## src/rtl/vga_pkg.sv

```systemverilog
// Shared 640x480@60Hz VGA timing constants and 3-bit rgb colours.
// Drawable blocks take their screen bounds from here.
package vga_pkg;

    localparam int VGA_H_VISIBLE = 640;
    localparam int VGA_H_FRONT   = 16;
    localparam int VGA_H_SYNC    = 96;
    localparam int VGA_H_BACK    = 48;
    localparam int VGA_V_VISIBLE = 480;
    localparam int VGA_V_FRONT   = 10;
    localparam int VGA_V_SYNC    = 2;
    localparam int VGA_V_BACK    = 33;

    localparam int VGA_H_TOTAL =
        VGA_H_VISIBLE + VGA_H_FRONT + VGA_H_SYNC + VGA_H_BACK;
    localparam int VGA_V_TOTAL =
        VGA_V_VISIBLE + VGA_V_FRONT + VGA_V_SYNC + VGA_V_BACK;

    localparam int VGA_H_SYNC_START = VGA_H_VISIBLE + VGA_H_FRONT;
    localparam int VGA_H_SYNC_END   = VGA_H_SYNC_START + VGA_H_SYNC - 1;
    localparam int VGA_V_SYNC_START = VGA_V_VISIBLE + VGA_V_FRONT;
    localparam int VGA_V_SYNC_END   = VGA_V_SYNC_START + VGA_V_SYNC - 1;

    typedef logic [2:0] rgb_t;

    localparam rgb_t COLOR_BLACK   = 3'b000;
    localparam rgb_t COLOR_BLUE    = 3'b001;
    localparam rgb_t COLOR_GREEN   = 3'b010;
    localparam rgb_t COLOR_CYAN    = 3'b011;
    localparam rgb_t COLOR_RED     = 3'b100;
    localparam rgb_t COLOR_MAGENTA = 3'b101;
    localparam rgb_t COLOR_YELLOW  = 3'b110;
    localparam rgb_t COLOR_WHITE   = 3'b111;

endpackage

```

## src/rtl/vga_timing_mod_counter.sv

```systemverilog
// Modulo-N up counter with enable, used for the pixel divider, col and row.
// Ports: clock, reset (sync, high), enable; count, wrap (count==MODULUS-1).
module mod_counter #(
    parameter int WIDTH   = 10,
    parameter int MODULUS = 800
) (
    input  logic             clock,
    input  logic             reset,
    input  logic             enable,
    output logic [WIDTH-1:0] count,
    output logic             wrap
);

    assign wrap = (count == WIDTH'(MODULUS - 1));

    always_ff @(posedge clock) begin
        if (reset) begin
            count <= '0;
        end else if (enable) begin
            count <= wrap ? '0 : count + WIDTH'(1);
        end
    end

endmodule

```

## src/rtl/vga_timing.sv

```systemverilog
// VGA raster timing: pixel divider, col/row counters, registered syncs.
// Ports: clock, reset (sync, high); col, row, hsync, vsync, video_on,
// pixel_tick, vblank_start.
module vga_timing
    import vga_pkg::*;
#(
    parameter int CLOCK_DIV   = 2,
    parameter int H_VISIBLE   = VGA_H_VISIBLE,
    parameter int H_FRONT     = VGA_H_FRONT,
    parameter int H_SYNC      = VGA_H_SYNC,
    parameter int H_BACK      = VGA_H_BACK,
    parameter int V_VISIBLE   = VGA_V_VISIBLE,
    parameter int V_FRONT     = VGA_V_FRONT,
    parameter int V_SYNC      = VGA_V_SYNC,
    parameter int V_BACK      = VGA_V_BACK,
    parameter bit SYNC_ACTIVE = 1'b0
) (
    input  logic       clock,
    input  logic       reset,
    output logic [9:0] col,
    output logic [9:0] row,
    output logic       hsync,
    output logic       vsync,
    output logic       video_on,
    output logic       pixel_tick,
    output logic       vblank_start
);

    localparam int H_TOTAL  = H_VISIBLE + H_FRONT + H_SYNC + H_BACK;
    localparam int V_TOTAL  = V_VISIBLE + V_FRONT + V_SYNC + V_BACK;
    localparam int HS_START = H_VISIBLE + H_FRONT;
    localparam int HS_END   = HS_START + H_SYNC - 1;
    localparam int VS_START = V_VISIBLE + V_FRONT;
    localparam int VS_END   = VS_START + V_SYNC - 1;
    localparam int DIV_W    = (CLOCK_DIV > 1) ? $clog2(CLOCK_DIV) : 1;

    logic [DIV_W-1:0] div_cnt;
    logic [DIV_W-1:0] div_next;
    logic             div_wrap;
    logic             col_wrap;
    logic             row_wrap;
    logic [9:0]       col_next;
    logic [9:0]       row_next;
    logic             tick_next;
    logic             hs_next;
    logic             vs_next;
    logic             on_next;
    logic             vb_next;

    mod_counter #(
        .WIDTH   (DIV_W),
        .MODULUS (CLOCK_DIV)
    ) u_div (
        .clock  (clock),
        .reset  (reset),
        .enable (1'b1),
        .count  (div_cnt),
        .wrap   (div_wrap)
    );

    mod_counter #(
        .WIDTH   (10),
        .MODULUS (H_TOTAL)
    ) u_col (
        .clock  (clock),
        .reset  (reset),
        .enable (pixel_tick),
        .count  (col),
        .wrap   (col_wrap)
    );

    mod_counter #(
        .WIDTH   (10),
        .MODULUS (V_TOTAL)
    ) u_row (
        .clock  (clock),
        .reset  (reset),
        .enable (pixel_tick & col_wrap),
        .count  (row),
        .wrap   (row_wrap)
    );

    // Predict the counter values after this edge so the decoded outputs
    // land in the same cycle as the counts they describe.
    always_comb begin
        div_next = div_wrap ? '0 : div_cnt + DIV_W'(1);
        col_next = col;
        row_next = row;
        if (pixel_tick) begin
            col_next = col_wrap ? '0 : col + 10'd1;
            if (col_wrap) begin
                row_next = row_wrap ? '0 : row + 10'd1;
            end
        end
        tick_next = (div_next == DIV_W'(CLOCK_DIV - 1));
        hs_next   = (col_next >= 10'(HS_START)) &&
                    (col_next <= 10'(HS_END));
        vs_next   = (row_next >= 10'(VS_START)) &&
                    (row_next <= 10'(VS_END));
        on_next   = (col_next < 10'(H_VISIBLE)) &&
                    (row_next < 10'(V_VISIBLE));
        // Only the step out of the last visible line's last pixel fires.
        vb_next   = pixel_tick && col_wrap &&
                    (row == 10'(V_VISIBLE - 1));
    end

    always_ff @(posedge clock) begin
        if (reset) begin
            pixel_tick   <= (CLOCK_DIV == 1);
            hsync        <= ~SYNC_ACTIVE;
            vsync        <= ~SYNC_ACTIVE;
            video_on     <= 1'b1;
            vblank_start <= 1'b0;
        end else begin
            pixel_tick   <= tick_next;
            hsync        <= hs_next ? SYNC_ACTIVE : ~SYNC_ACTIVE;
            vsync        <= vs_next ? SYNC_ACTIVE : ~SYNC_ACTIVE;
            video_on     <= on_next;
            vblank_start <= vb_next;
        end
    end

endmodule

```

## config.mk

```make
export PLATFORM = sky130hd
export DESIGN_NAME = vga_timing
export DESIGN_NICKNAME = d
export VERILOG_FILES = /design/src/rtl/vga_pkg.sv /design/src/rtl/vga_timing_mod_counter.sv /design/src/rtl/vga_timing.sv
export SDC_FILE = /design/constraint.sdc
export NUM_CORES = 1
export LEC_CHECK = 0
export ABC_CLOCK_PERIOD_IN_PS = 3400
export CAP_MARGIN = 10
export CORE_MARGIN = 2
export CORE_UTILIZATION = 53
export DETAILED_ROUTE_END_ITERATION = 10
export MAX_ROUTING_LAYER = met4
export PLACE_DENSITY = 0.79
export SLEW_MARGIN = 0
export SYNTH_ARGS = -nofsm -noshare
export SYNTH_HDL_FRONTEND = slang
export SYNTH_HIERARCHICAL = 1
export SYNTH_SLANG_ARGS = --single-unit
```

## constraint.sdc

```tcl
create_clock -name clock -period 3.4 [get_ports clock]
set_input_delay 0.68 -clock clock [delete_from_list [all_inputs] [get_ports clock]]
set_output_delay 0.68 -clock clock [all_outputs]
set_load 0.02 [all_outputs]
```

**Yosys cells after proc, flatten, opt, wreduce, memory -nomap -nowiden**

Cells that the tools add are included.

- $add $sub $neg: 3
- $mul: 0
- Divide/modulo/power cells: 0
- Order comparisons: 6
- Equal/unequal tests: 3
- Shift-type cells: 0
- Mux-type cells: 7
- Bitwise operators: 1
- Reductions and logical operators: 6

Operators by type and width:

| kind | count |
|---|---|
| $mux W10 | 5 |
| $add A10 B1 Y10 const B | 2 |
| $eq A10 B10 Y1 const B | 2 |
| $eq A10 B9 Y1 const B | 1 |
| $ge A10 B10 Y1 const B | 1 |
| $ge A10 B9 Y1 const B | 1 |
| $le A10 B10 Y1 const B | 1 |
| $le A10 B9 Y1 const B | 1 |
| $lt A10 B10 Y1 const B | 1 |
| $lt A10 B9 Y1 const B | 1 |
| $logic_and A1 B1 Y1 | 5 |
| $mux W1 | 2 |
| $reduce_or A2 Y1 | 1 |
| $add A1 B1 Y1 const B | 1 |
| $and A1 B1 Y1 | 1 |

- Bits in registers: 25
- Bits in latches: 0
- RAM bits: 0
- Memory bits (read-only): 0
- Output and inout bits: 25
- Logic and storage cells: 33
- Memories kept: 0

**Longest topological paths before layout**

Gate-level depths: netlist (run 1).

- Depth after elaboration: 7
- Depth in mapped cells: 9
- Depth with buffers taken out: 8

**By module**

Netlist (run 1), hierarchy kept.

By module, submodules not included:

| module | times used | cells each | area each (um2) |
|---|---|---|---|
| vga_timing | 1 | 88 | 644.4 |
| mod_counter (u_row) | 1 | 56 | 509.2 |
| mod_counter (u_col) | 1 | 51 | 464.2 |
| mod_counter (u_div) | 1 | 4 | 40.0 |

**Worst setup path after synthesis (run 1)**

OpenSTA, ideal clock, no wires.

- Kind: register to register
- Start: register u_col.count[0]
- End: register u_row.count[8]
- Data arrival time: 2622 ps
- Required time: 3334 ps
- Slack: 712 ps
- Cell stages (with the launch flop): 10
- Path buffers: 1
- Period minus slack after synthesis: 2688 ps
- Path through: dfxtp_1 > ha_1 > nand3_1 > nor4_2 > nand2_1 > inv_1 > buf_4 > nand4_2 > or4_4 > a21oi_2

- Cells in the longest elaborated chain, start to end: 2

RTL lines:

| item | line | RTL |
|---|---|---|
| from (decl) | vga_timing_mod_counter.sv:10 | `output logic [WIDTH-1:0] count,` |
| from (signal assigned) | vga_timing_mod_counter.sv:20 | `count <= wrap ? '0 : count + WIDTH'(1);` |
| $eq A10 B10 Y1 | vga_timing_mod_counter.sv:14 | `assign wrap = (count == WIDTH'(MODULUS - 1));` |
| net col_wrap | vga_timing.sv:40 | `logic col_wrap;` |
| $and A1 B1 Y1 | vga_timing.sv:78 | `.enable (pixel_tick & col_wrap),` |
| to (signal assigned) | vga_timing_mod_counter.sv:20 |  |
| to (decl) | vga_timing_mod_counter.sv:10 |  |

The timed path passes the listed nets, and every way through them passes these cells.
A chain may end at the register's enable or synchronous reset.

**Worst setup path in the final report (run 1)**

Ends and elaborated chain as after synthesis.

==> results of run 1 <==
[cells in the final DEF (no fill, tap or decap), types with 2 or more instances in the layout]
cell,Yosys,routed
sky130_fd_sc_hd__o31ai_1,4,4
sky130_fd_sc_hd__buf_4,2,2
sky130_fd_sc_hd__mux2i_1,3,3
sky130_fd_sc_hd__clkbuf_4,0,3
sky130_fd_sc_hd__a21oi_1,11,11
sky130_fd_sc_hd__o221ai_1,2,2
sky130_fd_sc_hd__o21ai_0,2,2
sky130_fd_sc_hd__nor2_1,24,24
sky130_fd_sc_hd__and3_1,2,2
sky130_fd_sc_hd__o22ai_1,4,4
sky130_fd_sc_hd__nor4_2,2,2
sky130_fd_sc_hd__ha_1,5,5
sky130_fd_sc_hd__or4_1,5,5
sky130_fd_sc_hd__nand4_1,9,9
sky130_fd_sc_hd__xor2_1,8,8
sky130_fd_sc_hd__nor3_1,7,7
sky130_fd_sc_hd__and3_2,4,4
sky130_fd_sc_hd__nand2_1,16,16
sky130_fd_sc_hd__clkdlybuf4s50_1,0,26
sky130_fd_sc_hd__nand3_1,9,9
sky130_fd_sc_hd__nor4b_1,3,3
sky130_fd_sc_hd__dfxtp_1,26,26
sky130_fd_sc_hd__nor4_1,2,2
sky130_fd_sc_hd__xnor2_1,8,8
sky130_fd_sc_hd__inv_1,9,9
[report_power, final]
part / leakage (uW) / switching (uW) / total, uW / internal (uW)
Sequential: 0.000210 / 13.9 / 324 / 310
Combinational: 0.000438 / 17.7 / 33.4 / 15.7
Clock: 0.0000210 / 102 / 168 / 65.8
Total: 0.000670 / 133 / 525 / 392
[cell type report]
type / count / area [um^2]
clock buffers: 4 / 36.28
inverters: 9 / 33.78
repair buffers: 28 / 275.3
multi-input cells: 158 / 1056
well taps: 33 / 41.29
flip-flops and latches: 26 / 520.5
fillers: 271 / 1040
[registers in the layout, indices dropped and copies added, names as in the netlist]
register / flops
u_col/count: 10
u_row/count: 10
hsync: 1
pixel_tick: 1
u_div/count: 1
vblank_start: 1
video_on: 1
vsync: 1
[through the flow]
step,util [%],worst slack (ns)
floorplan,-,0.7117
global placement,64.17,0.8819
detailed placement,64.17,0.7482
CTS,65.38,0.7038
global route,65.38,0.5252
finish,65.38,0.6612
[cells by family (layout without fill, tap and decap cells)]
family,after synthesis,after routing,synth area share (%)
buf+inv,15,41,4.905
simple gates,94,94,32.23
compound gates,39,39,17.21
other cells,1,1,0.2262
mux,3,3,1.811
xor+xnor,16,16,8.453
fa+ha+maj,5,5,3.774
flops,26,26,31.40
[worst max-delay path, stage by stage (launching register included)]
cell	delay, ns
sky130_fd_sc_hd__dfxtp_1	0.52
sky130_fd_sc_hd__ha_1	0.31
sky130_fd_sc_hd__nand3_1	0.13
sky130_fd_sc_hd__nor4_2	0.16
sky130_fd_sc_hd__buf_4	0.20
sky130_fd_sc_hd__nand2_1	0.09
sky130_fd_sc_hd__inv_1	0.38
sky130_fd_sc_hd__nand4_2	0.23
sky130_fd_sc_hd__or4_4	0.54
sky130_fd_sc_hd__a21oi_2	0.14
[path summary, 6_finish.rpt]
path / start / endpoint / slack (ns) / cells past startpoint
worst max register to register: u_col/count[0] / u_row/count[8] / 0.66 / 9
worst min register to register: u_div/count / pixel_tick / 0.46 / 1
worst min-delay path: u_div/count / pixel_tick / 0.46 / 1
worst max-delay path: u_col/count[0] / u_row/count[8] / 0.66 / 9
[routing by layer]
layer | share of wire (%) | track usage (%) | vias to the layer above
li1 | - | - | 798
met1 | 42 | 32.54 | 764
met2 | 50 | 43.48 | 78
met3 | 6.1 | 4.762 | 12
met4 | 2.5 | 13.33 | 0
met5 | 0 | - | -
==> metrics.log, run 1 <==
INFO  metric core_area = 3003 um^2
INFO  metric ys_top_cells_by_area = sky130_fd_sc_hd__dfxtp_1 31%, sky130_fd_sc_hd__nor2_1 5.4%, sky130_fd_sc_hd__xnor2_1 4.2%
INFO  metric startpoint_type = register
INFO  metric synth_top_area_share = 31.40%
INFO  metric dr.pass1.iters = 5
INFO  metric critPathKind = register to register
INFO  metric grt_pass1_wl = 7203 um
INFO  metric row_count = 20
INFO  metric placedCellCount = 254
INFO  metric drt.antenna.violating_nets = 0
INFO  metric die-height = 59.93 um
INFO  metric cts_setup_buffers = 0
INFO  metric post_cts_hold_buffer_count = 0
INFO  metric drc = 0
INFO  metric globalRoute.totalOverflow = 0
INFO  metric grt_max_degree = 19
INFO  metric tightest_slew = 0.6431 ns
INFO  metric grt_antenna_before_repair = 0
INFO  metric area_growth = 18.41%
INFO  metric placement.cell_area = 1927 um^2
INFO  metric synth.net_count = 206
INFO  metric start_util = 55.21%
INFO  metric synthesis.area = 1658 um^2
INFO  metric route.final.wire_length = 4233 um
INFO  metric timing.hold.ws = 0.4616 ns
INFO  metric finalPower = 524.9 uW
INFO  metric clock_sink_count = 26
INFO  metric period_minus_ws_final = 2.739 ns
INFO  metric outcome = completed
INFO  metric synth_flop_cell = sky130_fd_sc_hd__dfxtp_1
INFO  metric worstPathRequired = 3.69 ns
INFO  metric drt_iter0_drc = 143
INFO  metric die_x = 59.93 um
INFO  metric final-hold-violation-count = 0
INFO  metric max-clock-path-buffers = 2
INFO  metric grt_setup_unrepaired = no
INFO  metric number_of_cts_inserted_buffers = 3
INFO  metric final_net_count = 233
INFO  metric maxCapViolations = 0
INFO  metric synthMostInstantiatedCell = sky130_fd_sc_hd__dfxtp_1
INFO  metric type_of_the_most_critical_hold_path = register to register
INFO  metric cts_tree = yes
INFO  metric die_area = 3592 um^2
INFO  metric clock-root-buffer = sky130_fd_sc_hd__clkbuf_4
INFO  metric yosysSeqAreaShare = 31.40%
INFO  metric pin_count = 27
INFO  metric clkTransAtPathRegs = 0.15 ns
INFO  metric avgSynthCellArea = 8.331 um^2
INFO  metric first_global_vias = 1549
INFO  metric synth_common_cells = 26 x sky130_fd_sc_hd__dfxtp_1, 24 x sky130_fd_sc_hd__nor2_1, 16 x sky130_fd_sc_hd__nand2_1
INFO  metric cts.htree.levels = 1
INFO  metric setup-tns-final = 0 ns
INFO  metric synthArstFlopShare = 0%
INFO  metric ys_warn_count = 6
INFO  metric worst_clock_skew = 0.005330 ns
INFO  metric io_buffers = 26
INFO  metric gp_congestion = 0.8094
INFO  metric dp_hpwl = 2994 um
INFO  metric slew-limit-headroom = 57.06%
INFO  metric final-max-slew-violation-count = 0
INFO  metric ys_seq_elements = 26
INFO  metric fin_crit_sh = 80.55%
INFO  metric cp.arrival = 3.02 ns
INFO  metric cp_capture_type = register
INFO  metric resized_cells_post_cts = 0
INFO  metric worst_skew_pair.late_latency = 0.34 ns
INFO  metric final_layout_size_suffix_gt1_share = 8.889%
INFO  metric routedWlPerCell = 16.41 um
INFO  metric leak = 0.0006696 uW
INFO  metric max_clock_freq = 365.1 MHz
INFO  metric syn-instance-count = 199
INFO  metric synth_enable_flop_cells = 0
INFO  metric vias = 1652
INFO  metric n_antenna_cell = 0
INFO  metric final-instance-count-excl-fill = 258
INFO  metric grt_util_all_layers = 27.09%
INFO  metric ys_types = 53
INFO  metric synthDominantAreaCellType = sky130_fd_sc_hd__dfxtp_1
INFO  metric power-per-cell-area = 267.4 nW/um^2
INFO  metric cp_max_fo = 12
INFO  metric vias_per_cell = 6.403
INFO  metric final_setup_vio_count = 0
INFO  metric stdcell_area = 1963 um^2
INFO  metric vdd.ir_drop.worst = 160.8 uV
Note: power is estimated with default switching activity, not from simulation.
==> inputs of run 2 (changes only) <==
--- a/config.mk
+++ b/config.mk
@@ -5,13 +5,13 @@
 export SDC_FILE = /design/constraint.sdc
 export NUM_CORES = 1
 export LEC_CHECK = 0
-export ABC_CLOCK_PERIOD_IN_PS = 3400
+export ABC_CLOCK_PERIOD_IN_PS = 2500
 export CAP_MARGIN = 10
 export CORE_MARGIN = 2
-export CORE_UTILIZATION = 53
+export CORE_UTILIZATION = 48
 export DETAILED_ROUTE_END_ITERATION = 10
 export MAX_ROUTING_LAYER = met4
-export PLACE_DENSITY = 0.79
+export PLACE_DENSITY = 0.76
 export SLEW_MARGIN = 0
 export SYNTH_ARGS = -nofsm -noshare
 export SYNTH_HDL_FRONTEND = slang
==> constraint.sdc (replaced) <==
create_clock -name clock -period 2.5 [get_ports clock]
set_input_delay 0.5 -clock clock [delete_from_list [all_inputs] [get_ports clock]]
set_output_delay 0.5 -clock clock [all_outputs]
set_load 0.02 [all_outputs]
==> metrics.log, run 2 (synthesis results as in run 1) <==
INFO  metric reg2reg_from = u_col/count[0] (unchanged)
INFO  metric drc = 0 (unchanged)
INFO  metric worst_hold_startpoint = u_div/count (unchanged)
INFO  metric groute.layer.met1.usage = 25.76% (was 32.54%)
INFO  metric pin_count = 27 (unchanged)
INFO  metric clock_sink_count = 26 (unchanged)
INFO  metric final-hold-violation-count = 0 (unchanged)
INFO  metric grt_pass1_wl = 6637 um (was 7203 um)
INFO  metric vias = 1619 (was 1652)
INFO  metric period_minus_ws_final = 2.329 ns (was 2.739 ns)
INFO  metric worstPathRequired = 2.73 ns (was 3.69 ns)
INFO  metric io_buffers = 26 (unchanged)
INFO  metric final_layout_size_suffix_gt1_share = 12.50% (was 8.889%)
INFO  metric drt_iter0_drc = 85 (was 143)
INFO  metric slew-limit-headroom = 59.01% (was 57.06%)
INFO  metric worst_setup_path_startpoint = u_col/count[0] (unchanged)
INFO  metric routedWlPerCell = 13.57 um (was 16.41 um)
INFO  metric final-max-slew-violation-count = 0 (unchanged)
INFO  metric gp_congestion = 0.8348 (was 0.8094)
INFO  metric clock-root-buffer = sky130_fd_sc_hd__clkbuf_4 (unchanged)
INFO  metric dp_hpwl = 2724 um (was 2994 um)
INFO  metric row_count = 21 (was 20)
INFO  metric clkTransAtPathRegs = 0.15 ns (about the same)
INFO  metric power_frac_comb = 6.4% (about the same)
INFO  metric outcome = completed (unchanged)
INFO  metric layout.cells.most_common = sky130_fd_sc_hd__clkdlybuf4s50_1
INFO  metric worst_clock_skew = 0.002044 ns (was 0.005330 ns)
INFO  metric final_net_count = 240 (was 233)
INFO  metric total_net_switching_power = 179.1 uW (was 133.4 uW)
INFO  metric number_of_cts_inserted_buffers = 3 (unchanged)
INFO  metric leak = 0.0007086 uW (was 0.0006696 uW)
INFO  metric power-per-cell-area = 348.2 nW/um^2 (was 267.4 nW/um^2)
INFO  metric grt-busiest-layer = met2 (unchanged)
INFO  metric setup-tns-final = 0 ns (unchanged)
INFO  metric vdd.ir_drop.worst = 292.3 uV (was 160.8 uV)
INFO  metric drt.antenna.violating_nets = 0 (unchanged)
INFO  metric n_antenna_cell = 0 (unchanged)
INFO  metric startpoint_type = register (unchanged)
INFO  metric final_setup_vio_count = 0 (unchanged)
INFO  metric first_global_vias = 1422 (was 1549)
INFO  metric tightest_slew = 0.6140 ns (was 0.6431 ns)
INFO  metric route.final.wire_length = 3772 um (was 4233 um)
INFO  metric p_seq_share = 61.9% (was 61.7%)
INFO  metric max-clock-path-buffers = 2 (unchanged)
INFO  metric die_x = 62.77 um (was 59.93 um)
INFO  metric core_area = 3337 um^2 (was 3003 um^2)
INFO  metric globalRoute.totalOverflow = 0 (unchanged)
INFO  metric cp_capture_type = register (unchanged)
INFO  metric critical-path-max-stage-delay = 0.55 ns (was 0.54 ns)
INFO  metric worstPathCellList = ha_1 > nand3_1 > nor4_4 > nand3_1 > or4_1 > nand2_1 > and3_1 > o2111ai_1 (was ha_1 > nand3_1 > nor4_2 > buf_4 > nand2_1 > inv_1 > nand4_2 > or4_4 > a21oi_2)
INFO  metric cp_max_fo = 7 (was 12)
INFO  metric placement.cell_area = 1999 um^2 (was 1927 um^2)
INFO  metric grt_max_degree = 19 (unchanged)
INFO  metric critPathKind = register to register (unchanged)
INFO  metric max_clock_freq = 429.3 MHz (was 365.1 MHz)
INFO  metric netSwitchingFraction = 25.12% (was 25.41%)
INFO  metric dr.pass1.iters = 4 (was 5)
INFO  metric maxCapViolations = 0 (unchanged)
INFO  metric global_route.usage.met3 = 3.784% (was 4.762%)
INFO  metric commonest_cells_after_routing_fill_and_taps_aside = 26 x sky130_fd_sc_hd__clkdlybuf4s50_1, 24 x sky130_fd_sc_hd__nor2_1, 24 x sky130_fd_sc_hd__dfxtp_1 (was 26 x sky130_fd_sc_hd__dfxtp_1, 26 x sky130_fd_sc_hd__clkdlybuf4s50_1, 24 x sky130_fd_sc_hd__nor2_1)
INFO  metric largestRegisters = u_col/count: 10 flops, u_row/count: 10 flops (unchanged)
INFO  metric die_area = 3940 um^2 (was 3592 um^2)
INFO  metric grt_setup_unrepaired = no (unchanged)
INFO  metric post_cts_hold_buffer_count = 0 (unchanged)
INFO  metric stdcell_area = 2048 um^2 (was 1963 um^2)
INFO  metric internal_power = 534.0 uW (was 391.6 uW)
INFO  metric die-height = 62.77 um (was 59.93 um)
INFO  metric clock_power_share = 31.7% (was 31.9%)
INFO  metric start_util = 49.68% (was 55.21%)
INFO  metric vias_per_cell = 5.824 (was 6.403)
INFO  metric worst_skew_pair.late_latency = 0.34 ns (about the same)
INFO  metric fin_crit_sh = 93.17% (was 80.55%)
INFO  metric grt_antenna_before_repair = 0 (unchanged)
INFO  metric worst_path_max_delay_cell = sky130_fd_sc_hd__or4_1 (was sky130_fd_sc_hd__or4_4)
INFO  metric worst_path_most_repeated_cell = sky130_fd_sc_hd__nand3_1
INFO  metric grt_util_all_layers = 21.16% (was 27.09%)
INFO  metric type_of_the_most_critical_hold_path = register to register (unchanged)
INFO  metric met2_usage = 35.89% (was 43.48%)
INFO  metric area_growth = 23.55% (was 18.41%)
INFO  metric cts.htree.levels = 1 (unchanged)
INFO  metric cp.arrival = 2.56 ns (was 3.02 ns)
INFO  metric cts_tree = yes (unchanged)
==> run 2: cell count changes in the layout (fill, tap and decap cells not counted), sizes merged <==
cell / before / now
buf: 2 / 9
==> run 2: worst max-delay path: cells and delay by family (launching register included) <==
kind	cells	cell delay, ns
AND/OR/NAND/NOR	6	1.48
flip-flops	1	0.43
AO/OA/AOI/OAI	1	0.10
adder cells (fa/ha/maj)	1	0.23
==> run 2: layer usage <==
metal | up-vias | routed length (um)
li1 | 807 | -
met1 | 763 | 1636
met3 | 6 | 178
met5 | - | 0
met2 | 43 | 1888
met4 | 0 | 68
==> run 2: repair_timing <==
action | in CTS | in global routing
endpoints found under the setup margin | 0 | 4
gates resized for setup | 0 | 2
buffers inserted | 0 | 1
==> run 2: layout make-up <==
type                       instances  area (um^2)
clock buffer                       4        36.28
inverter                           9        33.78
timing repair buffer              35        327.8
sequential                        26        528.0
fill                             317         1289
tap                               46        57.56
multi-input combinational        158         1065
==> run 2: power groups by stage <==
stage / Sequential, uW / Clock [uW] / Combinational [uW]
finish: 442 / 226 / 45.5
global route: 445 / 244 / 50.0
CTS: 442 / 234 / 45.7
detailed placement: 451 / 0 / 45.4
global placement: 449 / 0 / 46.1
floorplan: 449 / 0 / 33.7
==> run 2: stage by stage <==
step / total power [uW] / cells / hold slack [ns] / setup slack (ns) / util [%]
finish: 713.1 / 278 / 0.4674 / 0.1708 / 61.38
global route: 738.9 / 278 / 0.5064 / 0.002788 / 61.38
CTS: 721.1 / 277 / 0.4740 / 0.1532 / 61.00
detailed placement: 496.2 / 273 / 0.4543 / 0.1707 / 59.92
global placement: 495.3 / 273 / 0.4457 / 0.2518 / 59.92
floorplan: 482.3 / 199 / 0.4307 / 0.02773 / -
==> run 2: final timing paths <==
check,end,slack [ns],cells after the start
setup / recovery,vsync,0.17,8
hold / removal,pixel_tick,0.47,1
setup reg to reg,vsync,0.17,8
hold reg to reg,pixel_tick,0.47,1
==> inputs of run 3 (changes only) <==
--- a/config.mk
+++ b/config.mk
@@ -7,6 +7,7 @@
 export LEC_CHECK = 0
 export ABC_CLOCK_PERIOD_IN_PS = 2500
 export CAP_MARGIN = 10
+export CORE_ASPECT_RATIO = 0.9
 export CORE_MARGIN = 2
 export CORE_UTILIZATION = 48
 export DETAILED_ROUTE_END_ITERATION = 10
==> metrics.log, run 3 (synthesis results as in run 1) <==
INFO  metric largestRegisters = u_col/count: 10 flops, u_row/count: 10 flops (unchanged)
INFO  metric cp.arrival = 2.47 ns (was 2.56 ns)
INFO  metric fin_crit_sh = 93.04% (was 93.17%)
INFO  metric drt.antenna.violating_nets = 0 (unchanged)
INFO  metric leak = 0.0007446 uW (was 0.0007086 uW)
INFO  metric final-hold-violation-count = 0 (unchanged)
INFO  metric grt_max_degree = 19 (unchanged)
INFO  metric route.final.wire_length = 3980 um (was 3772 um)
INFO  metric slew-limit-headroom = 55.22% (was 59.01%)
INFO  metric endpoint_of_the_most_critical_register_to_register_path = vsync (unchanged)
INFO  metric commonest_cells_after_routing_fill_and_taps_aside = 26 x sky130_fd_sc_hd__clkdlybuf4s50_1, 24 x sky130_fd_sc_hd__nor2_1, 24 x sky130_fd_sc_hd__dfxtp_1 (unchanged)
INFO  metric final_layout_size_suffix_gt1_share = 14.41% (was 12.50%)
INFO  metric area_growth = 27.40% (was 23.55%)
INFO  metric dp_hpwl = 2828 um (was 2724 um)
INFO  metric die-height = 59.76 um (was 62.77 um)
INFO  metric post_cts_hold_buffer_count = 0 (unchanged)
INFO  metric grt_util_all_layers = 21.82% (was 21.16%)
INFO  metric worst_clock_skew = 0.006821 ns (was 0.002044 ns)
INFO  metric critPathKind = register to register (unchanged)
INFO  metric maxCapViolations = 0 (unchanged)
INFO  metric regToRegSetupSlack = 0.17 ns (about the same)
INFO  metric timing.hold.worst_path_depth = 1 (unchanged)
INFO  metric worst_skew_pair.late_latency = 0.27 ns (was 0.34 ns)
INFO  metric final_net_count = 244 (was 240)
INFO  metric worst_hold_path.endpoint = pixel_tick (unchanged)
INFO  metric first_global_vias = 1418 (was 1422)
INFO  metric clock_sink_count = 26 (unchanged)
INFO  metric number_of_cts_inserted_buffers = 3 (unchanged)
INFO  metric layout.cells.most_common = sky130_fd_sc_hd__clkdlybuf4s50_1 (unchanged)
INFO  metric cts.htree.levels = 1 (unchanged)
INFO  metric final_setup_vio_count = 0 (unchanged)
INFO  metric startpoint_type = register (unchanged)
INFO  metric drc = 0 (unchanged)
INFO  metric routedWlPerCell = 14.21 um (was 13.57 um)
INFO  metric cts_tree = yes (unchanged)
INFO  metric final-max-slew-violation-count = 0 (unchanged)
INFO  metric grt_antenna_before_repair = 0 (unchanged)
INFO  metric die_area = 3941 um^2 (was 3940 um^2)
INFO  metric vdd.ir_drop.worst = 406.4 uV (was 292.3 uV)
INFO  metric core_area = 3353 um^2 (was 3337 um^2)
INFO  metric clkTransAtPathRegs = 0.09 ns (was 0.15 ns)
INFO  metric globalRoute.totalOverflow = 0 (unchanged)
INFO  metric row_count = 20 (was 21)
INFO  metric cp_max_fo = 7 (unchanged)
INFO  metric n_antenna_cell = 0 (unchanged)
INFO  metric dr.pass1.iters = 4 (unchanged)
INFO  metric start_util = 49.44% (was 49.68%)
INFO  metric final_core_util = 62.99% (was 61.38%)
INFO  metric grt_pass1_wl = 6568 um (was 6637 um)
INFO  metric vias_per_cell = 5.932 (was 5.824)
INFO  metric worst_hold_startpoint = u_div/count (unchanged)
INFO  metric period_minus_ws_final = 2.326 ns (was 2.329 ns)
INFO  metric ff2ff_path_depth = 8 (unchanged)
INFO  metric vias = 1661 (was 1619)
INFO  metric power-per-cell-area = 393.7 nW/um^2 (was 348.2 nW/um^2)
INFO  metric gp_congestion = 0.9153 (was 0.8348)
INFO  metric cp_capture_type = register (unchanged)
INFO  metric max_clock_freq = 429.9 MHz (was 429.3 MHz)
INFO  metric pin_count = 27 (unchanged)
INFO  metric io_buffers = 26 (unchanged)
INFO  metric outcome = completed (unchanged)
INFO  metric worstPathRequired = 2.64 ns (was 2.73 ns)
INFO  metric die_x = 65.95 um (was 62.77 um)
INFO  metric reg2reg_from = u_col/count[0] (unchanged)
INFO  metric type_of_the_most_critical_hold_path = register to register (unchanged)
INFO  metric clock-root-buffer = sky130_fd_sc_hd__clkbuf_8 (was sky130_fd_sc_hd__clkbuf_4)
INFO  metric finalPower = 831.6 uW (was 713.1 uW)
INFO  metric max-clock-path-buffers = 2 (unchanged)
INFO  metric tightest_slew = 0.6708 ns (was 0.6140 ns)
INFO  metric drt_iter0_drc = 127 (was 85)
INFO  metric timing.hold.ws = 0.4662 ns (was 0.4674 ns)
-- run 3: cell types whose count changed in the layout (fill, tap and decap cells not counted), sizes merged --
| cell | delta |
|---|---|
| clkbuf | -1 |
| buf | +4 |
| bufinv | +1 |
-- run 3: layout make-up --
| cell class | instances | area, um^2 |
|---|---|---|
| Fill cell | 323 | 1241 |
| Sequential cell | 26 | 523.0 |
| Multi-Input combinational cell | 158 | 1071 |
| Tap cell | 44 | 55.05 |
| Inverter | 9 | 33.78 |
| Clock inverter | 1 | 30.03 |
| Clock buffer | 3 | 41.29 |
| Timing Repair Buffer | 39 | 357.8 |
-- run 3: how the worst max path moves through the flow --
| stage | start | end |
|---|---|---|
| 6_report | u_col/count[0] | vsync |
| 2_1_floorplan | u_col/count[2] | u_row/count[8] |
| 3_3_place_gp | u_col/count[0] | vsync |
| 4_1_cts | u_col/count[0] | vsync |
| 3_5_place_dp | u_col/count[0] | vsync |
| 5_1_grt | u_col/count[0] | video_on |
-- run 3: where the power goes --
part           switching [uW]  total (uW)  internal (uW)
sequential               19.4         441            422
combinational            23.8        46.1           22.3
clock                     130         344            214
-- run 3: layer usage --
metal,vias to the layer above,global-route usage (%),routed length [um]
li1,812,-,-
met1,798,32.06,1958
met2,49,32.18,1752
met3,2,3.955,247
met4,0,2.624,22
met5,-,-,0
-- run 3: repair_timing --
| action | in CTS | in global routing |
|---|---|---|
| setup buffers | 0 | 1 |
| endpoints found under the setup margin | 0 | 4 |
| hold endpoints to repair | 0 | 0 |
| resized for setup | 0 | 1 |
-- run 3: through the flow --
step / area, um^2 / instances / TNS (ns) / worst slack (ns)
2_1_floorplan: 1669 / 199 / 0 / 0.02773
3_3_place_gp: 2027 / 275 / 0 / 0.2532
3_5_place_dp: 2027 / 275 / 0 / 0.2090
4_1_cts: 2098 / 279 / 0 / 0.1845
5_1_grt: 2112 / 280 / -0.004213 / -0.004213
6_report: 2112 / 280 / 0 / 0.1741
-- run 3: critical path: stages (launching register included) --
cell and delay (ns):
sky130_fd_sc_hd__dfxtp_2 0.43, sky130_fd_sc_hd__ha_1 0.23, sky130_fd_sc_hd__nand3_1 0.13, sky130_fd_sc_hd__nor4_4 0.25, sky130_fd_sc_hd__nand3_1 0.25, sky130_fd_sc_hd__or4_1 0.57, sky130_fd_sc_hd__nand2_1 0.09, sky130_fd_sc_hd__and3_1 0.15
sky130_fd_sc_hd__o2111ai_1 0.10
==> edit (config.mk and constraints of run 1) <==
Set the parameter `SYNC_ACTIVE` to 1'b1 (it was 1'b0).
--- a/src/rtl/vga_timing.sv
+++ b/src/rtl/vga_timing.sv
@@ -13,7 +13,7 @@
     parameter int V_FRONT     = VGA_V_FRONT,
     parameter int V_SYNC      = VGA_V_SYNC,
     parameter int V_BACK      = VGA_V_BACK,
-    parameter bit SYNC_ACTIVE = 1'b0
+    parameter bit SYNC_ACTIVE = 1'b1
 ) (
     input  logic       clock,
     input  logic       reset,
Check against the original RTL: not equivalent (a bounded check fails within 4 cycles, from zero or initial values and one cycle with reset high).
==> edit against run 1 <==
Hold slack improved by 0.028 ns; synthesized area down 5.3%; cell area fell by 5.5%; worst setup slack improved by 0.11 ns; via count shrank 11%; sequential cell count stayed put; total power is 7.6% lower; wire length is 16% lower; utilization rose by 1.3 points; critical path type unchanged; critical endpoint unchanged.
==> edit: results (changes against run 1) <==
Status = finished, final reports clean (unchanged)
I/O Buffers = 26 (unchanged)
Layout cells sized above 1 = 9.569% (was 8.889%)
Largest cells by area after synthesis = dfxtp_1 33%, xnor2_1 6.7%, nor2_1 5.7% (was dfxtp_1 31%, nor2_1 5.4%, xnor2_1 4.2%)
Crit-path max FO = 10 (was 12)
Resize count post-CTS = 0 (unchanged)
Compound-Gate Fraction of Synth Area = 13.55% (was 17.21%)
Clk slew on worst S/H paths = 0.14 ns
Sequential cell area fraction in the yosys report = 33.15% (was 31.40%)
H-tree levels = 1 (unchanged)
Synth top cells by count = 26 x dfxtp_1, 24 x nor2_1, 15 x nand2_1 (was 26 x dfxtp_1, 24 x nor2_1, 16 x nand2_1)
Cts bufs inserted = 3 (unchanged)
Worst R2R Setup Slack = 0.77 ns (was 0.66 ns)
Post-Syn Nets = 192 (was 206)
Final HPWL DP = 2602 µm (was 2994 µm)
Distinct cell type count after synthesis = 48 (was 53)
Peak VDD IR = 0.0002756 V (was 0.0001608 V)
Relative slew margins = 65.85% (was 57.06%)
DR pass1 iterations = 4 (was 5)
Top flop regs = u_col/count x10, u_row/count x10 (unchanged)
Adder-Cell Fraction of Synth Area = 3.984% (was 3.774%)
Leak = 0.5900 nW (was 0.6696 nW)
Worst skew pair latency = 0.32 ns (was 0.34 ns)
Worst-case reg-to-reg path depth = 8 (was 9)
Final net count = 218 (was 233)
Hold path cells = 1 (unchanged)
Worst Setup SP = u_col/count[0]$_SDFFE_PP0P_ (unchanged)
Worst path arrival time = 2.89 ns (was 3.02 ns)
Worst min path class = reg -> reg (unchanged)
Layout filler cell count = 229 (was 271)
Via density = 6.125 (was 6.403)
WL per Instance = 14.76 µm (was 16.41 µm)
Vias in the first global route = 1,310 (was 1,549)
Final period utilization = 77.33% (was 80.55%)
GRT Residual Overflow = 0 (unchanged)
Post-synthesis mux area share = 1.275% (was 1.811%)
First-pass GRT wire length = 5954 µm (was 7203 µm)
Pin count of the biggest net entering global routing = 15 (was 19)
Peak per-stage delay on the critical path = 0.53 ns
N_diodes = 0 (unchanged)
Placed instance area = 1833 µm² (was 1927 µm²)
CTS root buf = clkbuf_4 (unchanged)
Initial antenna violation count = 0 (unchanged)
Placer Congestion = 0.9583 (was 0.8094)
GRT Total Usage = 22.77% (was 27.09%)
Post-Synth XOR/XNOR Area = 11.71% (was 8.453%)
Clock skew = 0.003503 ns (was 0.005330 ns)
Pre-CTS setup slack = 0.8291 ns (was 0.7482 ns)
1st-iter DRT viols = 62 (was 143)
edit: changes by cell type in the layout (fill, tap and decap cells not counted), sizes merged, moves of 2 or more:
| cell | run 1 | this run |
|---|---|---|
| a21oi | 12 | 6 |
| o22ai | 4 | 0 |
| xnor2 | 8 | 12 |
| o211ai | 0 | 3 |
| buf | 2 | 0 |
| nor4b | 3 | 1 |
| o221ai | 2 | 0 |
edit: path summary, 6_finish.rpt:
kind	end
setup reg to reg	u_row/count[8]$_SDFFE_PP0P_
hold / removal	pixel_tick$_SDFF_PP0_
hold reg to reg	pixel_tick$_SDFF_PP0_
setup / recovery	u_row/count[8]$_SDFFE_PP0P_
edit: power by group:
part           internal [mW]  switching (mW)  total (mW)
logic                 0.0151          0.0177      0.0329
registers              0.310          0.0112       0.321
clock network         0.0415          0.0895       0.131
total                  0.367           0.118       0.485
edit: metal layers:
layer  track usage [%]  vias up  part of all wire [%]
li1                  -      722                     -
met1             31.24      697                    47
met2             34.03       47                    47
met3             3.736        4                   5.6
met4             7.641        0                  0.76
met5                 -        -                     0
edit: through the flow:
step	hold WS [ns]	cells	power [mW]	util, %
global placement	0.4561	237	0.3580	65.90
global route	0.5061	240	0.5020	66.71
CTS	0.4915	240	0.4888	66.71
detailed placement	0.4732	237	0.3603	65.90
floorplan	0.4407	185	0.3485	-
finish	0.4892	240	0.4851	66.71
edit: cell families (layout without fill, tap and decap cells):
family / after synthesis / after routing
AO/OA/AOI/OAI: 28 / 28
XOR/XNOR: 21 / 21
adder cells (fa/ha/maj): 5 / 5
buffers and inverters: 14 / 38
flip-flops: 26 / 26
multiplexers: 2 / 2
other: 1 / 1
AND/OR/NAND/NOR: 88 / 88
edit: worst register-to-register path, stage by stage (launching register included):
cell and delay (ns):
dfxtp_1 0.47, ha_1 0.26, nand3_1 0.11, nor4_2 0.36, nand2_1 0.16, inv_1 0.32
nand4_2 0.21, or4_4 0.53, a21oi_2 0.15
edit: cell type report:
cell class,count,area share [%]
inverters,9,1.821
flip-flops and latches,26,28.05
repair buffers,26,14.03
clock buffers,3,1.214
multi-input cells,145,52.80
well taps,31,2.090
